**src/rtl/seg7_scan_ctrl.sv**
```systemverilog
// Multiplexed 4-digit seven-segment scan controller driving an external BCD decoder.
// Each digit gets a blanking gap, then a show window; new values are only adopted at frame start.
module seg7_scan_ctrl #(
  parameter int DIV       = 4,
  parameter int BLANK_CYC = 2
) (
  input  logic        clk,
  input  logic        reset,
  input  logic        run,
  input  logic        load,
  input  logic [15:0] value,
  input  logic        blank_lz,
  input  logic        lamp_test,
  output logic        dec_enable,
  output logic        dec_all_on,
  output logic [3:0]  dec_bcd,
  output logic [3:0]  dig_n,
  output logic        frame_done
);

  typedef enum logic [1:0] {OFF = 2'd0, BLANK = 2'd1, SHOW = 2'd2} state_t;

  localparam logic [15:0] DIV_LAST   = 16'(DIV - 1);
  localparam logic [15:0] BLANK_LAST = (BLANK_CYC > 0) ? 16'(BLANK_CYC - 1) : 16'd0;
  localparam bit          NO_BLANK   = (BLANK_CYC == 0);

  state_t      state, state_nxt;
  logic [1:0]  idx, idx_nxt;
  logic [15:0] cnt, cnt_nxt;
  logic [15:0] pend_reg, disp_reg, disp_nxt;
  logic        pend_flag;
  logic        frame_end, enter_show0;
  logic [3:0]  nibble;
  logic        lz_hide;
  logic [3:0]  dig_nxt, bcd_nxt;
  logic        en_nxt, all_nxt;

  always_ff @(posedge clk) begin
    if (reset) begin
      state <= OFF;
      idx   <= 2'd0;
      cnt   <= 16'd0;
    end else begin
      state <= state_nxt;
      idx   <= idx_nxt;
      cnt   <= cnt_nxt;
    end
  end

  always_comb begin
    state_nxt = state;
    idx_nxt   = idx;
    cnt_nxt   = cnt + 16'd1;
    if (!run) begin
      state_nxt = OFF;
      idx_nxt   = 2'd0;
      cnt_nxt   = 16'd0;
    end else begin
      case (state)
        OFF: begin
          state_nxt = NO_BLANK ? SHOW : BLANK;
          idx_nxt   = 2'd0;
          cnt_nxt   = 16'd0;
        end
        BLANK: begin
          if (cnt == BLANK_LAST) begin
            state_nxt = SHOW;
            cnt_nxt   = 16'd0;
          end
        end
        SHOW: begin
          if (cnt == DIV_LAST) begin
            state_nxt = NO_BLANK ? SHOW : BLANK;
            idx_nxt   = idx + 2'd1;
            cnt_nxt   = 16'd0;
          end
        end
        default: begin
          state_nxt = OFF;
          idx_nxt   = 2'd0;
          cnt_nxt   = 16'd0;
        end
      endcase
    end
  end

  assign frame_end   = run && (state == SHOW) && (idx == 2'd3) && (cnt == DIV_LAST);
  // Frame start: the first cycle of digit 0, however it was reached (blank, off, or wrap from digit 3).
  assign enter_show0 = (state_nxt == SHOW) && (idx_nxt == 2'd0) && !((state == SHOW) && (idx == 2'd0));

  always_comb begin
    disp_nxt = disp_reg;
    if (enter_show0) begin
      if (load)
        disp_nxt = value;
      else if (pend_flag)
        disp_nxt = pend_reg;
    end
  end

  always_ff @(posedge clk) begin
    if (reset) begin
      pend_reg  <= 16'h0000;
      pend_flag <= 1'b0;
      disp_reg  <= 16'h0000;
    end else begin
      disp_reg <= disp_nxt;
      if (enter_show0) begin
        pend_flag <= 1'b0;
      end else if (load) begin
        pend_reg  <= value;
        pend_flag <= 1'b1;
      end
    end
  end

  // Outputs are computed from next-cycle state so the registered pins match the state they belong to.
  always_comb begin
    nibble  = disp_nxt[3:0];
    lz_hide = 1'b0;
    case (idx_nxt)
      2'd0: nibble = disp_nxt[3:0];
      2'd1: begin
        nibble  = disp_nxt[7:4];
        lz_hide = (disp_nxt[15:4] == 12'd0);
      end
      2'd2: begin
        nibble  = disp_nxt[11:8];
        lz_hide = (disp_nxt[15:8] == 8'd0);
      end
      default: begin
        nibble  = disp_nxt[15:12];
        lz_hide = (disp_nxt[15:12] == 4'd0);
      end
    endcase

    dig_nxt = 4'b1111;
    en_nxt  = 1'b0;
    all_nxt = 1'b0;
    bcd_nxt = 4'd0;
    if (state_nxt == SHOW) begin
      dig_nxt = ~(4'b0001 << idx_nxt);
      bcd_nxt = nibble;
      en_nxt  = lamp_test || !(blank_lz && lz_hide);
      all_nxt = lamp_test;
    end
  end

  always_ff @(posedge clk) begin
    if (reset) begin
      dig_n      <= 4'b1111;
      dec_enable <= 1'b0;
      dec_all_on <= 1'b0;
      dec_bcd    <= 4'd0;
      frame_done <= 1'b0;
    end else begin
      dig_n      <= dig_nxt;
      dec_enable <= en_nxt;
      dec_all_on <= all_nxt;
      dec_bcd    <= bcd_nxt;
      frame_done <= frame_end;
    end
  end

endmodule

```
**config.mk**
```make
export PLATFORM = sky130hd
export DESIGN_NAME = seg7_scan_ctrl
export DESIGN_NICKNAME = d
export VERILOG_FILES = /design/src/rtl/seg7_scan_ctrl.sv
export SDC_FILE = /design/constraint.sdc
export NUM_CORES = 1
export LEC_CHECK = 0
export CAP_MARGIN = 20
export CORE_MARGIN = 2
export CORE_UTILIZATION = 48
export DETAILED_ROUTE_END_ITERATION = 8
export HOLD_SLACK_MARGIN = 0.12
export PLACE_DENSITY_LB_ADDON = 0.12
export SYNTH_ARGS = -nofsm -noshare
export SYNTH_HDL_FRONTEND = slang
export SYNTH_SLANG_ARGS = --single-unit
```
**constraint.sdc**
```tcl
create_clock -name clk -period 8.8 [get_ports clk]
set_clock_uncertainty 0.05 [all_clocks]
set_input_delay 0.88 -clock clk [delete_from_list [all_inputs] [get_ports clk]]
set_output_delay 0.88 -clock clk [all_outputs]
set_load 0.02 [all_outputs]
```
==> key figures <==
Synthesis
  • Synth Flop Type: dfxtp_1
  • Asr flop ratio synth: 0
  • EDFF count, synth: 0
  • Commonest cells post-synth: 64 x dfxtp_1, 48 x nor2_1, 35 x nand2_1, 25 x nand3_1, 15 x a21oi_1
  • Seq/Total Area, Yosys: 0.403
  • #FFs+latches synth: 64
  • Synth top area share: 0.403
  • Top post-synthesis cells by area: dfxtp_1 40%, nor2_1 5.7%, nand2_1 4.1%, nand3_1 3.9%, mux2i_1 3.8%
  • Synth cell types: 63
  • Mapped Nets: around 400
  • Post-synthesis area per instance: 8.66 sq um
  • Most frequent cell after synthesis: dfxtp_1
  • Cell area after synthesis: ~3200 sq um
  • Yosys warns: 0
  • Leading area contributor after synthesis: dfxtp_1
  • Syn Inst Count: around 370

Pwr
  • Max VDD drop: 114 uV
  • PwrDens: between 150 and 200 nW/um^2
  • Leakage: ~1.3 nW

Global routing
  • Total GRT Usage: 0.216
  • Vias in the first global route: between 2000 and 3000
  • Largest net degree at the start of global routing: 37
  • Global-route wire length before repair: between 10000 and 15000 um
  • Total global routing overflow: 0
  • Antenna violations before repair: 0

Drt
  • DR vias/cell: roughly 5.9
  • Drt drc: 0
  • Iter 0 DRT Violations: roughly 140
  • Post-DRT Antenna Nets: 0
  • Detailed Route WL: about 7300 um
  • WL/cell: approximately 16 um
  • First drt pass iteration count: 4
  • Total number of vias: approximately 2800

Floorplanning
  • Initial core utilization: 0.497
  • Die area: 7290 sq um
  • Die W: roughly 85 um
  • Die span in y: 85.4 um
  • Ports: 33
  • Core region area: 6390 sq um
  • Num rows: 29

Finish
  • Ant diodes: 0
  • Layout Area Growth over Synthesis: 16.1%
  • Multi-input gate area: roughly 1700 sq um
  • Register cell area after layout: 1280 sq um
  • # fillers: between 500 and 600
  • Layout cells sized above 1: 0.0812
  • Layout net count: roughly 420
  • Final Util: 0.578

Clock network
  • Clock transition at path regs: ~70 ps
  • CTS tree: yes
  • Clock Latency Late Sink: around 340 ps
  • Total CTS buffers: 9
  • # clock sinks: 64
  • Clk buf depth: 2
  • Root Buffer Master: clkbuf_8
  • CTS Hold Bufs: 0
  • Htree depth: 3
  • PostCTS Resize Cnt: 0
  • Setup Fix Bufs, Post-CTS: 0

Setup path
  • Cells along the critical path: inv_1, ha_1, nor4bb_1, nand4_1, o2bb2ai_1, o22ai_1, or2_1, nand2_1, mux2i_1, nor2_1
  • Slowest stage cell on the critical path: or2_1
  • Worst Path Buf+Inv: 1
  • Critical Path Source: state[0]$_SDFF_PP0_
  • Crit-path leading delay family: simple AND/OR/NAND/NOR gates
  • CP Class: flop to flop
  • R2r endpoint: pend_reg[12]$_SDFFE_PP0P_
  • Worst Setup Start Kind: flop
  • R2R setup slack: approximately 4400 ps
  • FF-to-FF path depth: 10
  • CP Data Arrival Time: between 4000 and 5000 ps
  • Levels on crit path: 10
  • CP Capture Type: flop
  • Maximum fanout along the worst path: 23
  • Crit-path max cell delay: around 800 ps
  • Critical Path RT: between 8000 and 9000 ps
  • R2r startpoint: state[0]$_SDFF_PP0_

STA
  • Pin slew with the least headroom to its limit: roughly 1000 ps
  • Final Hold Vio Count: 0
  • Final setup vio count: 0
  • Minimum clock period: ~4400 ps
  • Slew Viols, Final: 0
  • Total negative slack: 0 ps
  • FMAX: between 0.2 and 0.25 GHz
  • Period Utilization, post-route: 0.497
  • RSZ-0062 raised after global routing: no
  • Max_slew headroom: 0.328

Min path
  • Hold Path Depth: 2
  • Hold Path Origin: pend_reg[2]$_SDFFE_PP0P_
  • Worst min path class: flop to flop
  • Hold path endpoint: pend_reg[2]$_SDFFE_PP0P_

Run status
  • Status: finished clean

Job
  • Number of max-cap violations: 0

Place
  • IO buf count: 32
  • Post-DP HPWL: roughly 5000 um
  • RD Place Congestion: 0.836
## worst min-delay path, delay by kind of cell, from the launching register on
| family | cells | cell delay [ps] |
|---|---|---|
| AOI/OAI and AO/OA | 1 | 50 |
| DFF | 1 | 310 |
| and+or+nand+nor | 1 | 50 |
## kinds of logic after synthesis
kind of cell,Yosys count,share of synthesized area
fa+ha+maj,8,0.0315
mux,13,0.0414
xor+xnor,11,0.0303
compound gates,71,0.178
buf+inv,36,0.0547
flops,64,0.403
simple gates,164,0.261
## report_power, final
part	leakage, nW	internal [mW]	switching [mW]
clock	0.103	0.146	0.110
combinational	0.726	0.0169	0.0201
sequential	0.519	0.294	0.00347
## worst max path at each step
| stage | to |
|---|---|
| after CTS | pend_reg[13]$_SDFFE_PP0P_ |
| final | pend_reg[12]$_SDFFE_PP0P_ |
| after detailed placement | pend_reg[13]$_SDFFE_PP0P_ |
| after floorplan | dec_enable$_SDFF_PP0_ |
| after global placement | pend_reg[8]$_SDFFE_PP0P_ |
| after global routing | pend_reg[14]$_SDFFE_PP0P_ |
## cells in the final DEF, fill, tap and decap left out, drive strengths merged, types with 5 or more instances in the layout
master         Yosys  routed
mux2i             12      12
a211oi             5       5
o21ai             10      10
and3              10      10
a21oi             15      15
inv               13      13
nor4               8       8
a32oi              6       6
or3                8       8
nor2              49      49
nand3             25      25
dfxtp             64      64
clkdlybuf4s50      0      32
nand4              5       5
ha                 8       8
nand2             35      35
clkbuf            12      13
and2               6       6
xor2               8       8
## layer usage
metal  up-vias  global-route usage  share of wire
li1       1367                   -              -
met1      1299               0.296           0.47
met2        78               0.328           0.46
met3        12              0.0399          0.049
met4         0               0.107          0.017
met5         -                   0              0
## metrics by stage
step / setup WS, ps / instances / cell area [sq um] / total power [mW] / hold slack (ps)
after global routing: 4010 / 471 / 3690 / 0.614 / 439
after floorplan: 5790 / 367 / 3180 / 0.325 / 386
final: 4430 / 471 / 3690 / 0.591 / 409
after CTS: 4490 / 470 / 3670 / 0.595 / 411
after global placement: 4370 / 454 / 3480 / 0.341 / 397
after detailed placement: 4320 / 454 / 3480 / 0.341 / 401
## cell type report
type | count | share of cell area
clock inverters | 3 | 0.0109
clock buffers | 13 | 0.0431
inverters | 13 | 0.0132
multi-input cells | 267 | 0.467
flip-flops and latches | 64 | 0.347
well taps | 77 | 0.0261
repair buffers | 34 | 0.0929
Power figures use the tool's default switching activity.
